**src/rtl/lut_factorial_seq.sv**
```systemverilog
// Sequential n! / falling-factorial engine: one factor per pass, each pass an
// iterative shift-add multiply consuming MUL_BITS of the factor per cycle.
module lut_factorial_seq #(
   parameter int N_W      = 32,
   parameter int RES_W    = 64,
   parameter int MUL_BITS = 8
) (
   input  logic             clk_32b,
   input  logic             resetn_32b,
   input  logic             start,
   input  logic             mode,
   input  logic [N_W-1:0]   n,
   input  logic [N_W-1:0]   k,
   output logic             busy,
   output logic             done,
   output logic [RES_W-1:0] result,
   output logic             overflow
);

   localparam int M   = N_W / MUL_BITS;
   localparam int I_W = (M > 1) ? $clog2(M) : 1;
   localparam int P_W = RES_W + N_W;

   typedef enum logic [1:0] {IDLE, CHECK, MUL, DONE} state_t;

   state_t             state, state_nx;
   logic [RES_W-1:0]   acc;
   logic [P_W-1:0]     partial, partial_nx;
   logic [N_W-1:0]     cnt, factor;
   logic [I_W-1:0]     idx;
   logic               ovf;
   logic               last_chunk;

   // One shift-add step: the product of the accumulator and one factor chunk,
   // placed at the chunk's bit offset and added into the running partial.
   function automatic logic [P_W-1:0] mul_step(
      input logic [P_W-1:0]      part,
      input logic [RES_W-1:0]    a,
      input logic [MUL_BITS-1:0] chunk,
      input logic [I_W-1:0]      pos
   );
      logic [RES_W+MUL_BITS-1:0] prod;
      prod = {{MUL_BITS{1'b0}}, a} * {{RES_W{1'b0}}, chunk};
      return part + (P_W'(prod) << (pos * MUL_BITS));
   endfunction

   assign last_chunk = (idx == I_W'(M - 1));
   assign partial_nx = mul_step(partial, acc, factor[idx*MUL_BITS +: MUL_BITS], idx);

   always_ff @(posedge clk_32b or negedge resetn_32b) begin
      if (!resetn_32b) state <= IDLE;
      else             state <= state_nx;
   end

   always_comb begin
      state_nx = state;
      busy     = 1'b0;
      done     = 1'b0;
      case (state)
         IDLE:  if (start) state_nx = CHECK;
         CHECK: begin
            busy = 1'b1;
            if (cnt == '0)              state_nx = DONE;
            else if (factor >= N_W'(2)) state_nx = MUL;
         end
         MUL: begin
            busy = 1'b1;
            if (last_chunk) state_nx = CHECK;
         end
         DONE: begin
            done     = 1'b1;
            state_nx = IDLE;
         end
         default: state_nx = IDLE;
      endcase
   end

   always_ff @(posedge clk_32b or negedge resetn_32b) begin
      if (!resetn_32b) begin
         acc      <= '0;
         partial  <= '0;
         cnt      <= '0;
         factor   <= '0;
         idx      <= '0;
         ovf      <= 1'b0;
         result   <= '0;
         overflow <= 1'b0;
      end else begin
         case (state)
            IDLE: if (start) begin
               factor <= n;
               ovf    <= 1'b0;
               // k > n means the product passes through the factor 0
               if (mode && (k > n)) begin
                  acc <= '0;
                  cnt <= '0;
               end else begin
                  acc <= RES_W'(1);
                  cnt <= mode ? k : n;
               end
            end
            CHECK: begin
               if (cnt == '0) begin
                  result   <= acc;
                  overflow <= ovf;
               end else if (factor < N_W'(2)) begin
                  factor <= factor - 1'b1;
                  cnt    <= cnt - 1'b1;
               end else begin
                  partial <= '0;
                  idx     <= '0;
               end
            end
            MUL: begin
               partial <= partial_nx;
               idx     <= idx + 1'b1;
               if (last_chunk) begin
                  acc    <= partial_nx[RES_W-1:0];
                  ovf    <= ovf | (|partial_nx[P_W-1:RES_W]);
                  factor <= factor - 1'b1;
                  cnt    <= cnt - 1'b1;
                  idx    <= '0;
               end
            end
            default: ;
         endcase
      end
   end

endmodule

```
**config.mk**
```make
export PLATFORM = sky130hd
export DESIGN_NAME = lut_factorial_seq
export DESIGN_NICKNAME = d
export VERILOG_FILES = /design/src/rtl/lut_factorial_seq.sv
export SDC_FILE = /design/constraint.sdc
export NUM_CORES = 2
export LEC_CHECK = 0
export BUFFER_PORTS_ARGS = -buffer_cell sky130_fd_sc_hd__clkbuf_2
export CAP_MARGIN = 20
export CORE_MARGIN = 5
export CORE_UTILIZATION = 40
export DETAILED_ROUTE_END_ITERATION = 6
export GPL_TIMING_DRIVEN = 0
export PLACE_DENSITY = 0.61
export SYNTH_ARGS = -nofsm -noshare
export SYNTH_HDL_FRONTEND = slang
export SYNTH_SLANG_ARGS = --single-unit
```
**constraint.sdc**
```tcl
create_clock -name clk_32b -period 23.8 [get_ports clk_32b]
set_input_delay 4.76 -clock clk_32b [delete_from_list [all_inputs] [get_ports clk_32b]]
set_output_delay 4.76 -clock clk_32b [all_outputs]
set_load 0.02 [all_outputs]
```
==> After elaboration in Yosys (flattened, before gate mapping) <==
Index checks and enable logic that the tools add are counted.
{ "totals": {"ff_bits": 294, "wordCells": 76, "inputBits": 68, "out_inout_bits": 67} }
{ "op_classes": {"n_eq_ne": 10, "magnitude_cmp": 3, "n_reduce_logical": 13, "shift": 2, "addsub": 4, "bitwise": 1, "muxes": 33, "n_mul": 1} }
{ "op_table": {"columns": ["operator", "count"], "rows": [
  ["2-to-1 mux 32 bit", 10],
  ["2-to-1 mux 96 bit", 2],
  ["case mux 32 bit (3 select lines)", 2],
  ["case mux 96 bit (2 select lines)", 1],
  ["2-to-1 mux 64 bit", 2],
  ["case mux 64 bit (2 select lines)", 1],
  ["adder 96 bit", 1],
  ["<< shifter 72 x 5 -> 96 bit", 1],
  ["multiplier 64 x 8 -> 72 bit", 1],
  ["subtractor 32 x 1 -> 32 bit, second input constant", 2],
  ["greater-or-equal comparator 32 x 2 -> 1 bit, second input constant", 1],
  ["greater-than comparator 32 bit", 1],
  ["zero test 32 bit", 1],
  ["< comparator 32 x 2 -> 1 bit, second input constant", 1],
  ["OR reduction 32 bit", 1],
  ["indexed part select 32 x 6 -> 8 bit", 1],
  ["2-to-1 mux 2 bit", 7],
  ["!= test 2 bit, second input constant", 5],
  ["AND reduction 3 bit", 3],
  ["case mux 2 bit (4 select lines)", 1],
  ["equality test 2 bit, second input constant", 3],
  ["2-to-1 mux 1 bit", 5],
  ["AND reduction 5 bit", 1],
  ["case mux 2 bit (2 select lines)", 1],
  ["11 further kinds", 12]
]} }

==> Logic depth before layout (Yosys ltp) <==
{ "logic_depth": {"ltp_word": 8, "depth_mapped": 40, "mapped_depth_nobuf": 36} }

==> Least setup slack after synthesis <==
No wires, ideal clock.
{ "synth_timing": {"path_type": "reg-to-reg", "from": "register idx[0]", "to": "register ovf", "stages_incl_launch_ff": 38, "path_buffers": 4, "required_ps": 23678, "synth_period_minus_slack_ps": 9679, "setup_time_ps": 122, "arrival_ps": 9557, "path_slack_ps": 14121, "cell_sequence": "dfrtp_1 buf_1 mux4_2 clkbuf_1 and2_1 fa_1 fa_1 fa_1 inv_1 fa_1 inv_1 ha_1 clkbuf_1 nand4_1 or3_1 a211oi_2 o2111ai_1 o211ai_2 (+2 left out) a21boi_0 xnor2_1 o21ai_0 o21a_1 ha_1 clkbuf_1 nand4_1 nor3_1 a22oi_1 a31oi_1 a211oi_1 o31ai_1 a31oi_1 xnor2_1 nor4_1 nand4_1 or4_1 a2bb2oi_1"} }
{ "synth_via": {"elab_chain_cells": 8, "elab_cells_between_ends": 11, "classes_between": "add/sub: 1; mul: 1; eq/ne: 2; shift: 2; mux: 2; bitwise: 1; reduce/logical: 2"} }
{ "synth_rtl": {"columns": ["element", "line", "rtl"], "rows": [
  ["start, declared", "30", "logic [I_W-1:0] idx;"],
  ["start signal, assigned", "116", "idx <= idx + 1'b1;"],
  ["indexed part select 32 x 6 -> 8 bit", "48", "assign partial_nx = mul_step(partial, acc, factor[idx*MUL_BITS +: MUL_BITS], idx);"],
  ["multiplier 64 x 8 -> 72 bit", "43", "prod = {{MUL_BITS{1'b0}}, a} * {{RES_W{1'b0}}, chunk};"],
  ["<< shifter 72 x 5 -> 96 bit", "44", "return part + (P_W'(prod) << (pos * MUL_BITS));"],
  ["adder 96 bit", "44", null],
  ["OR reduction 32 bit", "119", "ovf <= ovf | (|partial_nx[P_W-1:RES_W]);"],
  ["OR 1 bit", "119", null],
  ["2-to-1 mux 1 bit", "117", "if (last_chunk) begin"],
  ["case mux 1 bit (2 select lines)", "89", "case (state)"],
  ["end signal, assigned", "119", null],
  ["end, declared", "31", "logic ovf;"]
]} }
Several ways; a longest one is shown, not always the timed one. The select of a mux whose other input is x is not followed.
A chain may end at the register's enable or synchronous reset.

==> Final worst setup path <==
Same ends and word-level chain as after synthesis.

==> impl_metrics.env <==
export IMPL_crit_slowest_cell="clkbuf_1"
export IMPL_use_met1_pct=37.8
export IMPL_drive_gt1_share_pct=7.31
export IMPL_outcome="finished clean"
export IMPL_cts_resized_gates=0
export IMPL_netlist_area_mm2=0.0383
export IMPL_rsz0062_at_grt="no"
export IMPL_worstPathMaxFanout=10
export IMPL_io_pins=135
export IMPL_slowest_delay_ns=0.93
export IMPL_grt_pass1_wl_um=216000
export IMPL_grt_busiest_layer="met2"
export IMPL_crit_type="reg -> reg"
export IMPL_grt_usage_pct=27.2
export IMPL_core_rowCount=113
export IMPL_post_cts_buffers=0
export IMPL_cts_root_buf="clkbuf_16"
export IMPL_cts_made_buffers=40
export IMPL_clock_sinks=294
export IMPL_setup_viol=0
export IMPL_yosysUniqueCellTypes=91
export IMPL_ys_seq_area_share_pct=19.2
export IMPL_dp_hpwl_um=114000
export IMPL_slew_headroom_pct=16.7
export IMPL_route_vias_total=34800
export IMPL_firstDrtPassIters=6
export IMPL_drtIter0Drc=3007
export IMPL_clkLatencyLatePin_ns=0.64
export IMPL_worst_pin_slew_ns=1.25
export IMPL_finalClockSkew_ns=0.0359
export IMPL_ant_nets=0
export IMPL_globalRoute_totalOverflow=0
export IMPL_cp_common_cell="fa_1"
export IMPL_crit_path_start_kind="flip-flop"
export IMPL_clock_fmax_ghz=0.0717
export IMPL_hold_viol_final=0
export IMPL_routedWlPerCell_um=23.5
export IMPL_setup_tns_ns=0
export IMPL_ys_ff_latch=294
export IMPL_cts_tree="yes"
export IMPL_ctsLongestPathBuffers=3
export IMPL_synth_edff_count=0
export IMPL_hold_buffers=0
export IMPL_min_period_ns=13.95
export IMPL_finalNetCount=5410
export IMPL_vias_per_cell=5.77
export IMPL_cts_max_level=2
export IMPL_area_delta_synth_final_pct=10.0
export IMPL_worstPathRequired_ns=24.28
export IMPL_report_final_slew_viol_count=0
export IMPL_path_clk_slew_ns=0.06
export IMPL_min_period_over_period_pct=58.6
export IMPL_ys_flop_type="dfrtp_1"
export IMPL_grt_pass1_vias=34800
export IMPL_ys_warn_count=0
export IMPL_grtUsageMet3_pct=3.98
export IMPL_synthArstFlopShare_pct=100
export IMPL_initial_core_util_pct=40.3
export IMPL_antenna_found_initial=5
export IMPL_syn_inst=4550
export IMPL_arrival_ns=14.43
export IMPL_gr_usage_met2_pct=43.0
export IMPL_avgSynthCellArea_um2=8.41
export IMPL_core_mm2=0.0950
export IMPL_die_y_um=319
export IMPL_io_buffers=133
export IMPL_die_area_mm2=0.102
export IMPL_drc=0
export IMPL_maxCapViolations=0
export IMPL_grt_max_degree=100
export IMPL_die_w_um=319
export IMPL_endpoint_kind="flip-flop"
export IMPL_gp_congestion=0.980
export IMPL_hold_class="reg -> reg"
export IMPL_wirelength_um=141000
export IMPL_synth_nets=5229
-- through the flow --
stage | hold slack [ns] | setup WS (ns) | instances | utilization (%) | cell area (µm²)
2_1_floorplan | 0.453 | 14.12 | 4550 | - | 38300
3_3_place_gp | 0.469 | 10.17 | 5948 | 42.6 | 40500
3_5_place_dp | 0.479 | 10.20 | 5953 | 42.8 | 40600
4_1_cts | 0.493 | 10.13 | 6027 | 44.3 | 42100
6_report | 0.492 | 9.85 | 6032 | 44.3 | 42100
5_1_grt | 0.512 | 9.55 | 6028 | 44.3 | 42100
-- flip-flops by register name, summed over array words and instances, names as in the netlist --
signal / cells
partial: 96
acc: 64
result: 64
cnt: 32
factor: 32
idx: 2
state: 2
overflow: 1
ovf: 1
-- critical path, delay by kind of cell, from the launching register on --
kind / cells / cell delay, ns
compound gates: 11 / 4.08
xor+xnor: 2 / 0.44
flops: 1 / 0.48
simple gates: 10 / 2.99
mux: 1 / 0.75
buf+inv: 6 / 2.23
fa+ha+maj: 6 / 2.78
-- cell usage in the layout (no fill, tap or decap), drive strengths merged, types with 29 or more instances in the layout --
master	count
inv	393
nand4	71
xor2	62
ha	238
buf	63
clkbuf	386
a21oi	317
mux2	74
and2	447
a22o	29
o21ai	352
nor2	192
nand2	553
o21a	38
xnor2	87
nand3	80
o21bai	31
nor3	68
a21o	79
and3	31
mux2i	101
a31oi	32
fa	373
dfrtp	294
-- cell type report --
class	instances	area (µm²)
fill	9649	52900
multi-input combinational	3606	28500
sequential	294	7360
tap	1265	1580
inverter	390	1460
clock buffer	50	1120
buffer	260	998
timing repair buffer	139	802
clock inverter	24	317
antenna	4	10.0
-- per-layer routing --
metal	up-vias	share of wire (%)
li1	15900	-
met1	17300	44
met2	1354	45
met3	270	6.8
met4	2	4.4
met5	-	0.0092
-- synthesized netlist by cell type (68+ instances only) --
| cell type | n | area [µm²] |
|---|---|---|
| nor2_1 | 192 | 721 |
| nand4_1 | 71 | 444 |
| mux2_2 | 74 | 833 |
| clkbuf_1 | 202 | 758 |
| inv_1 | 389 | 1460 |
| nand2_1 | 552 | 2070 |
| mux2i_1 | 101 | 1010 |
| and2_1 | 447 | 2800 |
| xnor2_1 | 87 | 762 |
| nor3_1 | 68 | 340 |
| nand3_1 | 80 | 400 |
| o21ai_0 | 343 | 1720 |
| dfrtp_1 | 294 | 7360 |
| fa_1 | 373 | 7470 |
| ha_1 | 238 | 2980 |
| a21o_1 | 79 | 593 |
| a21oi_1 | 315 | 1580 |
-- cell families after synthesis --
family / share of synthesized area [%]
xor gates and xnor gates: 3.47
and+or+nand+nor: 20.3
adders and majority gates: 27.3
buffers and inverters: 6.43
muxes: 5.35
DFF: 19.2
AOI/OAI and AO/OA: 17.9
-- worst paths after layout --
check                                   startpoint                       to  slack (ns)  cells after the start
setup / recovery                idx[0]$_DFFE_PN0P_          ovf$_DFFE_PN0P_        9.85                     36
hold / removal             partial[64]$_DFFE_PN0P_  partial[64]$_DFFE_PN0P_        0.49                      2
setup reg to reg                idx[0]$_DFFE_PN0P_          ovf$_DFFE_PN0P_        9.85                     36
hold reg to reg            partial[64]$_DFFE_PN0P_  partial[64]$_DFFE_PN0P_        0.49                      2
max in group asynchronous               resetn_32b      cnt[11]$_DFFE_PN0P_       18.51                      3
min in group asynchronous               resetn_32b   result[50]$_DFFE_PN0P_        4.00                      1
Power is left out: the tool's default activity adds up to more than one toggle a clock period on the data nets, which glitch-free logic cannot reach.
